<file path="config.mk">
export PLATFORM = sky130hd
export DESIGN_NAME = mdp3_price_book_flat
export DESIGN_NICKNAME = d
export VERILOG_FILES = /design/src/rtl/mdp3_price_book_if.sv /design/src/rtl/mdp3_price_book.sv /design/src/flat_wrapper.sv
export SDC_FILE = /design/constraint.sdc
export NUM_CORES = 2
export LEC_CHECK = 0
export BUFFER_PORTS_ARGS = -buffer_cell sky130_fd_sc_hd__buf_2
export CAP_MARGIN = 20
export CORE_AREA = 3 3 567 569
export CTS_CLUSTER_SIZE = 8
export DETAILED_ROUTE_END_ITERATION = 8
export DIE_AREA = 0 0 570 572
export PLACE_DENSITY = 0.52
export SLEW_MARGIN = 10
export SYNTH_ARGS = -nofsm -noshare
export SYNTH_HDL_FRONTEND = slang
export SYNTH_SLANG_ARGS = --single-unit
</file>
<file path="constraint.sdc">
create_clock -name clk -period 4.3 [get_ports clk]
set_clock_uncertainty 0.15 [all_clocks]
set_input_delay 0 -clock clk [delete_from_list [all_inputs] [get_ports clk]]
set_output_delay 0 -clock clk [all_outputs]
set_load 0.02 [all_outputs]
</file>
<file path="src/rtl/mdp3_price_book_if.sv">
// Parser-to-book entry bus: one decoded MDP3 book entry with its valid level and qualifier.
// The parser drives the master side and the price book listens on the slave side.
interface mdp3_price_book_if;
    logic               message_ready;
    logic               enable_order_book;
    logic        [7:0]  ACTION;
    logic        [7:0]  ENTRY_TYPE;
    logic        [31:0] SECURITY_ID;
    logic signed [63:0] PRICE;
    logic        [31:0] QUANTITY;
    logic        [31:0] NUM_ORDERS;

    modport master (
        output message_ready, enable_order_book, ACTION, ENTRY_TYPE,
               SECURITY_ID, PRICE, QUANTITY, NUM_ORDERS
    );

    modport slave (
        input  message_ready, enable_order_book, ACTION, ENTRY_TYPE,
               SECURITY_ID, PRICE, QUANTITY, NUM_ORDERS
    );
endinterface

</file>
<file path="src/rtl/mdp3_price_book.sv">
// Price-sorted DEPTH-level bid/ask book for one security, fed by MDP3 parser entries.
// Optional MDP3_BOOK_STATS_EN adds saturating applied/dropped/miss counters.
module mdp3_price_book #(
    parameter int          DEPTH  = 5,
    parameter logic [31:0] SEC_ID = 32'd0
) (
    input  logic                 clk,
    input  logic                 reset,
    mdp3_price_book_if.slave     entry,
    output logic [DEPTH*64-1:0]  bid_price,
    output logic [DEPTH*64-1:0]  ask_price,
    output logic [DEPTH*32-1:0]  bid_qty,
    output logic [DEPTH*32-1:0]  ask_qty,
    output logic [DEPTH*32-1:0]  bid_ord,
    output logic [DEPTH*32-1:0]  ask_ord,
    output logic [DEPTH-1:0]     bid_vld,
    output logic [DEPTH-1:0]     ask_vld,
`ifdef MDP3_BOOK_STATS_EN
    output logic [31:0]          stat_applied,
    output logic [31:0]          stat_dropped,
    output logic [31:0]          stat_miss,
`endif
    output logic                 book_updated,
    output logic                 busy,
    output logic                 overflow,
    output logic                 miss
);

    localparam int            IW        = $clog2(DEPTH + 1);
    localparam logic [IW-1:0] DEPTH_IDX = IW'(DEPTH);

    typedef enum logic [1:0] {S_IDLE, S_CAPTURE, S_MATCH, S_APPLY} state_t;

    state_t             state_q, state_d;
    logic               mr_q, mr_d;
    logic [7:0]         act_q, act_d, type_q, type_d;
    logic [31:0]        sec_q, sec_d, qty_q, qty_d, ord_q, ord_d;
    logic signed [63:0] price_q, price_d;
    logic               side_q, side_d;
    logic [IW-1:0]      ins_q, ins_d, hit_q, hit_d;
    logic               hit_found_q, hit_found_d;

    logic signed [63:0] bid_price_q [DEPTH], bid_price_d [DEPTH];
    logic signed [63:0] ask_price_q [DEPTH], ask_price_d [DEPTH];
    logic [31:0]        bid_qty_q [DEPTH], bid_qty_d [DEPTH];
    logic [31:0]        ask_qty_q [DEPTH], ask_qty_d [DEPTH];
    logic [31:0]        bid_ord_q [DEPTH], bid_ord_d [DEPTH];
    logic [31:0]        ask_ord_q [DEPTH], ask_ord_d [DEPTH];
    logic [DEPTH-1:0]   bid_vld_q, bid_vld_d, ask_vld_q, ask_vld_d;
    logic               book_updated_q, book_updated_d;
    logic               miss_q, miss_d;
    logic               overflow_q, overflow_d;

    logic               take, reject, applied;
    logic signed [63:0] w_price [DEPTH], n_price [DEPTH];
    logic [31:0]        w_qty [DEPTH], n_qty [DEPTH];
    logic [31:0]        w_ord [DEPTH], n_ord [DEPTH];
    logic [DEPTH-1:0]   w_vld, n_vld, eq, better;
    logic [IW-1:0]      ins_c, hit_c;

    assign take   = entry.message_ready & ~mr_q & entry.enable_order_book;
    assign reject = (sec_q != SEC_ID) || (act_q > 8'd2) ||
                    ((type_q != 8'h30) && (type_q != 8'h31));

    // Selected side view plus parallel compare; bids rank high-first, asks low-first.
    always_comb begin
        w_vld = side_q ? ask_vld_q : bid_vld_q;
        for (int i = 0; i < DEPTH; i++) begin
            w_price[i] = side_q ? ask_price_q[i] : bid_price_q[i];
            w_qty[i]   = side_q ? ask_qty_q[i]   : bid_qty_q[i];
            w_ord[i]   = side_q ? ask_ord_q[i]   : bid_ord_q[i];
            eq[i]      = w_vld[i] && (w_price[i] == price_q);
            better[i]  = !w_vld[i] ||
                         (side_q ? (price_q < w_price[i]) : (price_q > w_price[i]));
        end
        ins_c = DEPTH_IDX;
        hit_c = DEPTH_IDX;
        for (int i = DEPTH - 1; i >= 0; i--) begin
            if (better[i]) ins_c = IW'(i);
            if (eq[i])     hit_c = IW'(i);
        end
    end

    always_comb begin
        state_d        = state_q;
        mr_d           = entry.message_ready;
        act_d          = act_q;
        type_d         = type_q;
        sec_d          = sec_q;
        price_d        = price_q;
        qty_d          = qty_q;
        ord_d          = ord_q;
        side_d         = side_q;
        ins_d          = ins_q;
        hit_d          = hit_q;
        hit_found_d    = hit_found_q;
        bid_price_d    = bid_price_q;
        ask_price_d    = ask_price_q;
        bid_qty_d      = bid_qty_q;
        ask_qty_d      = ask_qty_q;
        bid_ord_d      = bid_ord_q;
        ask_ord_d      = ask_ord_q;
        bid_vld_d      = bid_vld_q;
        ask_vld_d      = ask_vld_q;
        book_updated_d = 1'b0;
        miss_d         = 1'b0;
        overflow_d     = overflow_q;
        applied        = 1'b0;
        n_price        = w_price;
        n_qty          = w_qty;
        n_ord          = w_ord;
        n_vld          = w_vld;

        case (state_q)
            S_IDLE: begin
                if (take) begin
                    act_d   = entry.ACTION;
                    type_d  = entry.ENTRY_TYPE;
                    sec_d   = entry.SECURITY_ID;
                    price_d = entry.PRICE;
                    qty_d   = entry.QUANTITY;
                    ord_d   = entry.NUM_ORDERS;
                    state_d = S_CAPTURE;
                end
            end
            S_CAPTURE: begin
                if (reject) begin
                    state_d = S_IDLE;
                end else begin
                    side_d  = (type_q == 8'h31);
                    state_d = S_MATCH;
                end
            end
            S_MATCH: begin
                ins_d       = ins_c;
                hit_d       = hit_c;
                hit_found_d = |eq;
                state_d     = S_APPLY;
            end
            S_APPLY: begin
                state_d = S_IDLE;
                if (hit_found_q && (act_q != 8'd2)) begin
                    for (int i = 0; i < DEPTH; i++) begin
                        if (IW'(i) == hit_q) begin
                            n_qty[i] = qty_q;
                            n_ord[i] = ord_q;
                        end
                    end
                    applied = 1'b1;
                end else if (hit_found_q) begin
                    for (int i = 0; i < DEPTH - 1; i++) begin
                        if (IW'(i) >= hit_q) begin
                            n_price[i] = w_price[i+1];
                            n_qty[i]   = w_qty[i+1];
                            n_ord[i]   = w_ord[i+1];
                        end
                    end
                    n_price[DEPTH-1] = '0;
                    n_qty[DEPTH-1]   = '0;
                    n_ord[DEPTH-1]   = '0;
                    n_vld            = w_vld >> 1;
                    applied          = 1'b1;
                end else if (act_q != 8'd0) begin
                    miss_d = 1'b1;
                end else if (ins_q != DEPTH_IDX) begin
                    for (int i = 1; i < DEPTH; i++) begin
                        if (IW'(i) > ins_q) begin
                            n_price[i] = w_price[i-1];
                            n_qty[i]   = w_qty[i-1];
                            n_ord[i]   = w_ord[i-1];
                        end
                    end
                    for (int i = 0; i < DEPTH; i++) begin
                        if (IW'(i) == ins_q) begin
                            n_price[i] = price_q;
                            n_qty[i]   = qty_q;
                            n_ord[i]   = ord_q;
                        end
                    end
                    n_vld   = {w_vld[DEPTH-2:0], 1'b1};
                    applied = 1'b1;
                end
            end
            default: state_d = S_IDLE;
        endcase

        if (take && (state_q != S_IDLE)) overflow_d = 1'b1;

        if (applied) begin
            book_updated_d = 1'b1;
            if (side_q) begin
                ask_price_d = n_price;
                ask_qty_d   = n_qty;
                ask_ord_d   = n_ord;
                ask_vld_d   = n_vld;
            end else begin
                bid_price_d = n_price;
                bid_qty_d   = n_qty;
                bid_ord_d   = n_ord;
                bid_vld_d   = n_vld;
            end
        end
    end

    always_ff @(posedge clk or negedge reset) begin
        if (!reset) begin
            state_q        <= S_IDLE;
            mr_q           <= 1'b0;
            act_q          <= '0;
            type_q         <= '0;
            sec_q          <= '0;
            price_q        <= '0;
            qty_q          <= '0;
            ord_q          <= '0;
            side_q         <= 1'b0;
            ins_q          <= '0;
            hit_q          <= '0;
            hit_found_q    <= 1'b0;
            bid_vld_q      <= '0;
            ask_vld_q      <= '0;
            book_updated_q <= 1'b0;
            miss_q         <= 1'b0;
            overflow_q     <= 1'b0;
            for (int i = 0; i < DEPTH; i++) begin
                bid_price_q[i] <= '0;
                ask_price_q[i] <= '0;
                bid_qty_q[i]   <= '0;
                ask_qty_q[i]   <= '0;
                bid_ord_q[i]   <= '0;
                ask_ord_q[i]   <= '0;
            end
        end else begin
            state_q        <= state_d;
            mr_q           <= mr_d;
            act_q          <= act_d;
            type_q         <= type_d;
            sec_q          <= sec_d;
            price_q        <= price_d;
            qty_q          <= qty_d;
            ord_q          <= ord_d;
            side_q         <= side_d;
            ins_q          <= ins_d;
            hit_q          <= hit_d;
            hit_found_q    <= hit_found_d;
            bid_vld_q      <= bid_vld_d;
            ask_vld_q      <= ask_vld_d;
            book_updated_q <= book_updated_d;
            miss_q         <= miss_d;
            overflow_q     <= overflow_d;
            bid_price_q    <= bid_price_d;
            ask_price_q    <= ask_price_d;
            bid_qty_q      <= bid_qty_d;
            ask_qty_q      <= ask_qty_d;
            bid_ord_q      <= bid_ord_d;
            ask_ord_q      <= ask_ord_d;
        end
    end

`ifdef MDP3_BOOK_STATS_EN
    logic [31:0] stat_applied_q, stat_applied_d;
    logic [31:0] stat_dropped_q, stat_dropped_d;
    logic [31:0] stat_miss_q, stat_miss_d;
    logic [1:0]  drop_inc;

    function automatic logic [31:0] sat_add(input logic [31:0] a, input logic [1:0] inc);
        logic [32:0] s;
        s = {1'b0, a} + {31'd0, inc};
        return s[32] ? 32'hFFFF_FFFF : s[31:0];
    endfunction

    // An overflow drop can coincide with a filter or full-side drop, hence a 2-bit step.
    always_comb begin
        drop_inc = 2'd0;
        if ((state_q == S_CAPTURE) && reject) drop_inc = drop_inc + 2'd1;
        if ((state_q == S_APPLY) && !hit_found_q && (act_q == 8'd0) && (ins_q == DEPTH_IDX))
            drop_inc = drop_inc + 2'd1;
        if (take && (state_q != S_IDLE)) drop_inc = drop_inc + 2'd1;
        stat_applied_d = sat_add(stat_applied_q, {1'b0, book_updated_d});
        stat_dropped_d = sat_add(stat_dropped_q, drop_inc);
        stat_miss_d    = sat_add(stat_miss_q, {1'b0, miss_d});
    end

    always_ff @(posedge clk or negedge reset) begin
        if (!reset) begin
            stat_applied_q <= '0;
            stat_dropped_q <= '0;
            stat_miss_q    <= '0;
        end else begin
            stat_applied_q <= stat_applied_d;
            stat_dropped_q <= stat_dropped_d;
            stat_miss_q    <= stat_miss_d;
        end
    end

    assign stat_applied = stat_applied_q;
    assign stat_dropped = stat_dropped_q;
    assign stat_miss    = stat_miss_q;
`endif

    always_comb begin
        for (int i = 0; i < DEPTH; i++) begin
            bid_price[64*i +: 64] = bid_price_q[i];
            ask_price[64*i +: 64] = ask_price_q[i];
            bid_qty[32*i +: 32]   = bid_qty_q[i];
            ask_qty[32*i +: 32]   = ask_qty_q[i];
            bid_ord[32*i +: 32]   = bid_ord_q[i];
            ask_ord[32*i +: 32]   = ask_ord_q[i];
        end
    end

    assign bid_vld      = bid_vld_q;
    assign ask_vld      = ask_vld_q;
    assign book_updated = book_updated_q;
    assign miss         = miss_q;
    assign overflow     = overflow_q;
    assign busy         = (state_q != S_IDLE);

endmodule
</file>
<file path="src/flat_wrapper.sv">
// flat-port wrapper written by rule: the top's interface ports become plain ports
module mdp3_price_book_flat 
#(
    parameter int          DEPTH  = 5,
    parameter logic [31:0] SEC_ID = 32'd0
)
  (clk, reset, bid_price, ask_price, bid_qty, ask_qty, bid_ord, ask_ord, bid_vld, ask_vld, book_updated, busy, overflow, miss, entry_message_ready, entry_enable_order_book, entry_ACTION, entry_ENTRY_TYPE, entry_SECURITY_ID, entry_PRICE, entry_QUANTITY, entry_NUM_ORDERS);
  mdp3_price_book_if entry_i ();
  input  logic clk;
  input  logic reset;
  output logic [DEPTH*64-1:0] bid_price;
  output logic [DEPTH*64-1:0] ask_price;
  output logic [DEPTH*32-1:0] bid_qty;
  output logic [DEPTH*32-1:0] ask_qty;
  output logic [DEPTH*32-1:0] bid_ord;
  output logic [DEPTH*32-1:0] ask_ord;
  output logic [DEPTH-1:0] bid_vld;
  output logic [DEPTH-1:0] ask_vld;
  output logic book_updated;
  output logic busy;
  output logic overflow;
  output logic miss;
  input wire logic [$bits(entry_i.message_ready)-1:0] entry_message_ready;
  input wire logic [$bits(entry_i.enable_order_book)-1:0] entry_enable_order_book;
  input wire logic [$bits(entry_i.ACTION)-1:0] entry_ACTION;
  input wire logic [$bits(entry_i.ENTRY_TYPE)-1:0] entry_ENTRY_TYPE;
  input wire logic [$bits(entry_i.SECURITY_ID)-1:0] entry_SECURITY_ID;
  input wire logic [$bits(entry_i.PRICE)-1:0] entry_PRICE;
  input wire logic [$bits(entry_i.QUANTITY)-1:0] entry_QUANTITY;
  input wire logic [$bits(entry_i.NUM_ORDERS)-1:0] entry_NUM_ORDERS;
  assign entry_i.message_ready = entry_message_ready;
  assign entry_i.enable_order_book = entry_enable_order_book;
  assign entry_i.ACTION = entry_ACTION;
  assign entry_i.ENTRY_TYPE = entry_ENTRY_TYPE;
  assign entry_i.SECURITY_ID = entry_SECURITY_ID;
  assign entry_i.PRICE = entry_PRICE;
  assign entry_i.QUANTITY = entry_QUANTITY;
  assign entry_i.NUM_ORDERS = entry_NUM_ORDERS;
  mdp3_price_book #(.DEPTH(DEPTH), .SEC_ID(SEC_ID)) u_core (.clk(clk), .reset(reset), .entry(entry_i), .bid_price(bid_price), .ask_price(ask_price), .bid_qty(bid_qty), .ask_qty(ask_qty), .bid_ord(bid_ord), .ask_ord(ask_ord), .bid_vld(bid_vld), .ask_vld(ask_vld), .book_updated(book_updated), .busy(busy), .overflow(overflow), .miss(miss));
endmodule
</file>
## Word level (Yosys, flattened, before mapping)

Cells that the tools add are included.

| storage, ports and cells | value |
|---|---|
| register bits | 1480 |
| bits of input ports | 180 |

| operators by class | value |
|---|---|
| equality and inequality tests | 22 |
| magnitude comparators | 19 |
| bitwise operators | 5 |
| multiplexer cells | 113 |
| reduce and logical (&&, ||, !) cells | 31 |

Operators with widths:

| kind | number |
|---|---|
| $mux W160 | 10 |
| $mux W320 | 5 |
| $mux W32 | 46 |
| $mux W64 | 18 |
| $eq A64 B64 Y1 | 5 |
| $gt A64 B64 Y1 | 5 |
| $lt A64 B64 Y1 | 5 |
| $reduce_bool A32 Y1 | 1 |
| $mux W5 | 6 |
| $mux W3 | 8 |
| $mux W1 | 17 |
| $ne A8 B6 Y1 const B | 2 |
| $eq A2 B3 Y1 const A | 4 |
| $eq A8 B6 Y1 const B | 1 |
| $gt A8 B2 Y1 const B | 1 |
| $logic_and A1 B1 Y1 | 8 |
| $ne A8 B2 Y1 const B | 1 |
| $pmux W2 S4 | 1 |
| $reduce_and A2 Y1 | 4 |
| $reduce_bool A8 Y1 | 1 |
| $logic_or A1 B1 Y1 | 7 |
| $eq A1 B3 Y1 const A | 2 |
| $eq A3 B3 Y1 const A | 2 |
| $ge A1 B3 Y1 const A | 2 |
| 16 further kinds | 28 |

## Depth between registers and ports, before layout

| logic depth | value |
|---|---|
| word-level depth | 9 |
| gate-level depth with buffers | 18 |
| depth with buffers taken out | 12 |

## Least setup slack after synthesis

Ideal clock, no wire load.

| path | value |
|---|---|
| kind | register -> register |
| start | register u_core.side_q |
| end | register u_core.ins_q[0] |
| buffers on the path | 5 |
| arrival | 3.991 ns |
| setup time | 0.090 ns |
| stages on the path, launching flop included | 17 |
| setup slack | 0.069 ns |
| cells stage by stage | dfrtp_1 -> buf_2 -> buf_4 -> buf_2 -> buf_2 -> buf_2 -> mux2i_1 -> ha_1 -> and3_1 -> nand3_1 -> a21oi_1 -> or4_1 -> a221o_1 -> or3b_1 -> and2_1 -> o2111a_1 -> o221ai_1 |

| on the way | value |
|---|---|
| cells in the longest elaborated chain, start to end | 9 |
| elaborated cells between the ends (all ways) | 36 |
| those cells by class | order compare: 10; mux: 16; reduce/logical: 10 |

RTL lines:

| item | RTL line | source |
|---|---|---|
| start, declared | mdp3_price_book.sv:39 | `logic side_q, side_d;` |
| start signal, assigned | mdp3_price_book.sv:241 | `side_q <= side_d;` |
| $mux W64 | mdp3_price_book.sv:69 | `w_price[i] = side_q ? ask_price_q[i] : bid_price_q[i];` |
| $gt A64 B64 Y1 or $lt A64 B64 Y1 (tied branches) | mdp3_price_book.sv:74 | `(side_q ? (price_q < w_price[i]) : (price_q > w_price[i]));` |
| $mux W1 | mdp3_price_book.sv:74 |  |
| $logic_or A1 B1 Y1 | mdp3_price_book.sv:73 | `better[i] = !w_vld[i] \|\|` |
| $mux W1 | mdp3_price_book.sv:79 | `if (better[i]) ins_c = IW'(i);` |
| $mux W3 (3 in a row) | mdp3_price_book.sv:79 |  |
| $mux W3 (*) | mdp3_price_book.sv:79 |  |
| end signal, assigned | mdp3_price_book.sv:242 | `ins_q <= ins_d;` |
| end, declared | mdp3_price_book.sv:40 | `logic [IW-1:0] ins_q, ins_d, hit_q, hit_d;` |

Mark *: on every way between the ends. The rest lies on a longest branch, timed or not.
A chain may end at the register's enable or synchronous reset.

## Worst setup path in the final report

Same ends and word-level chain as after synthesis.

==> impl_metrics.toml <==
[global_routing]
antenna_found_initial = 43
grt_pass1_vias = 87700
grt.total_usage = 0.331
grt_pass1_wl_microns = 763000
overflow = 0
grt_max_degree = 164

[setup_path]
rr_worst_depth = 14
path_cells = "buf_12 > buf_12 > mux2i_1 > ha_1 > a21oi_1 > o21ai_0 > a221oi_1 > nor3_1 > o41ai_2 > buf_4 > a32oi_1 > or3_1 > o2111a_1 > o221ai_1"
endpoint_kind = "flop"
start_kind = "flop"
crit_top_cell = "buf_12"
r2r_end = "u_core.ins_q[0]"
cp-endpoint = "u_core.ins_q[0]"
worst_path_max_delay_cell = "o41ai_2"
startpoint = "u_core.side_q"
crit_path_max_fanout = 20
cp.required_ns = 4.98
slowest_delay_ns = 0.52
crit_type = "flop to flop"
cp.arrival_ns = 4.96
r2r_start = "u_core.side_q"
reg2reg_slack_ns = 0.02

[synth]
yosysWarnings = 0
synth_seq_area_share = 0.418
syn_area_sq_um = 88700
synthFlopType = "dfrtp_1"
synth_common_cells = "1,854 x nand2_1, 1,480 x dfrtp_1, 786 x a21oi_1"
synth-edff-count = 0
async_flop_share = 1.00
synth_nets = 10500
synthCells = 9950
post-synth-top-count-cell = "nand2_1"
yosys.area.top_type = "dfrtp_1"
ys_types = 80
synth.top_cell.area_share = 0.418
ys_ff_latch = 1480
synthTopCellsByArea = "dfrtp_1 42%, mux2_2 9.1%, nand2_1 7.8%"
avgSynthCellArea_sq_um = 8.91

[clock_tree]
clkLatencyLatePin_ns = 0.94
cts_buffers = 214
htreeDepth = 4
cts_tree = "built"
cts_max_path_buffers = 4
cts.sinks = 1480
cts-root-buf = "clkbuf_16"
cts.clk_slew.worst_paths_ns = 0.06

[routing]
vias = 92900
vias_per_cell = 5.80
drt-initial-drc-count = 11500
routed_wl_microns = 564000
wire_per_inst_microns = 35.3
ant_nets = 0
drt_pass1_iterations = 8
drcViolationCount = 0

[timing]
setup_viol = 0
fmax_mhz = 234
tns_ns = 0
finalCritPeriodShare = 0.995
worst_slack_ns = 0.0202
hold_viol_final = 0
period_minus_slack_ns = 4.28
worst_pin_slew_ns = 1.22
slew_violations = 0
slew_headroom = 0.189

[final_layout]
finish.instance_area_sq_um = 114000
nNetsFinal = 12300
drive_above_1_share = 0.271
fin_util = 0.360
area_delta_synth_final_pct = 28.6
finalNonFillerCells = 16000

[flow_run]
max_cap_violations = 0

[min_path]
hold_path_class = "primary input to flop"

[placed_design]
dpl_cell_area_sq_um = 104000
portBuffers = 1473
place_ws_ns = -0.596
post-place-cells = 15400
dp_hpwl_microns = 427000
routabilityCongestion = 0.997

[floorplan]
die_w_microns = 570
io_pins = 1474
start_util = 0.280
die_area_sq_um = 326000
core_sq_um = 317000
row_count = 207
die_h_microns = 572

[status]
status = "completed"

[power]
power_density_nw_per_um2 = 309
p_leak_nw = 52.3
ir_drop_mv = 0.315
## where the power goes
| part | internal (mW) | switching [mW] |
|---|---|---|
| Combinational | 1.64 | 1.99 |
| Clock | 9.06 | 6.85 |
| Sequential | 14.3 | 1.44 |
| Total | 25.0 | 10.3 |
## through the flow
step / hold WS [ns] / power (mW)
6_report: 0.0390 / 35.3
5_1_grt: 0.0406 / 36.2
4_1_cts: 0.00583 / 35.3
3_5_place_dp: -0.107 / 19.1
3_3_place_gp: -0.101 / 19.1
2_1_floorplan: -0.446 / 17.0
## registers in the layout, summed over array words and instances (netlist names), 64 cells and up, named ones only
| signal | flops |
|---|---|
| u_core.ask_ord | 160 |
| u_core.ask_price | 320 |
| u_core.ask_qty | 160 |
| u_core.bid_ord | 160 |
| u_core.bid_price | 320 |
| u_core.bid_qty | 160 |
| u_core.price_q | 64 |
## logic make-up (layout without fill, tap and decap cells)
kind of cell / Yosys count / after routing / synth area share
DFF: 1480 / 1480 / 0.418
other: 0 / 5 / 0
AOI/OAI and AO/OA: 2979 / 2979 / 0.206
and+or+nand+nor: 2930 / 2930 / 0.132
buffers and inverters: 956 / 2830 / 0.0436
adders and majority gates: 320 / 320 / 0.0451
muxes: 1285 / 1285 / 0.155
## critical path: cells and delay by family, from the launching register on
kind / cells / cell delay, ns
compound gates: 7 / 1.71
simple gates: 2 / 0.48
buf+inv: 3 / 0.67
flops: 1 / 0.46
fa+ha+maj: 1 / 0.32
mux: 1 / 0.38
## routing by layer
layer  up-vias  part of all wire  track usage
met1     46500              0.37        0.395
li1      39700                 -            -
met4        22             0.080        0.213
met3      1168              0.11       0.0984
met2      5557              0.44        0.520
met5         -           0.00027            0
## placed cells by master, fill, tap and decap left out, types with 14 or more instances in the layout
| master | count |
|---|---|
| o21ai_1 | 46 |
| dfrtp_1 | 1476 |
| o211ai_1 | 26 |
| ha_1 | 319 |
| a31oi_1 | 107 |
| inv_1 | 93 |
| buf_12 | 94 |
| o21a_1 | 36 |
| clkbuf_16 | 218 |
| a21o_1 | 36 |
| a222oi_1 | 24 |
| o221ai_1 | 145 |
| mux2i_2 | 20 |
| and3_1 | 14 |
| mux2i_1 | 547 |
| nor2_1 | 766 |
| a211oi_1 | 84 |
| a221oi_1 | 157 |
| o21ai_0 | 763 |
| nand3_1 | 39 |
| nand4_1 | 80 |
| nor4_1 | 15 |
| mux2_2 | 713 |
| dlygate4sd3_1 | 367 |
| a211o_1 | 19 |
| a41oi_1 | 17 |
| nor3_1 | 30 |
| nor2b_1 | 22 |
| a22oi_1 | 249 |
| o22ai_1 | 413 |
| a21oi_1 | 778 |
| nand2_1 | 1833 |
| buf_2 | 1472 |
| buf_4 | 532 |
| clkbuf_1 | 22 |
## how the worst min path moves through the flow
stage	start	cells past startpoint	to
final	entry_PRICE[62]	3	u_core.price_q[62]
after CTS	entry_PRICE[62]	3	u_core.price_q[62]
after global placement	reset	1	u_core.price_q[42]
after floorplan	reset	0	async pin
after global routing	entry_PRICE[62]	3	u_core.price_q[62]
after detailed placement	reset	1	u_core.price_q[42]
## what timing repair did
action,in CTS,in global routing
setup endpoints to repair,3,3
gates resized for setup,7,47
cloned,0,1
hold endpoints to repair,1659,0
pin swaps,1,6
hold buffers,368,0
setup buffers,1,2
## area by class of cell
type                            count  area, sq um
Clock buffer                      247         5620
Inverter                           95          357
Fill cell                       32900       203000
Clock inverter                     16          201
Multi-Input combinational cell   7514        48500
Antenna cell                        5         12.5
Timing Repair Buffer             2472        17100
Sequential cell                  1480        37100
Tap cell                         4180         5230
(Power assumes the default switching activity.)
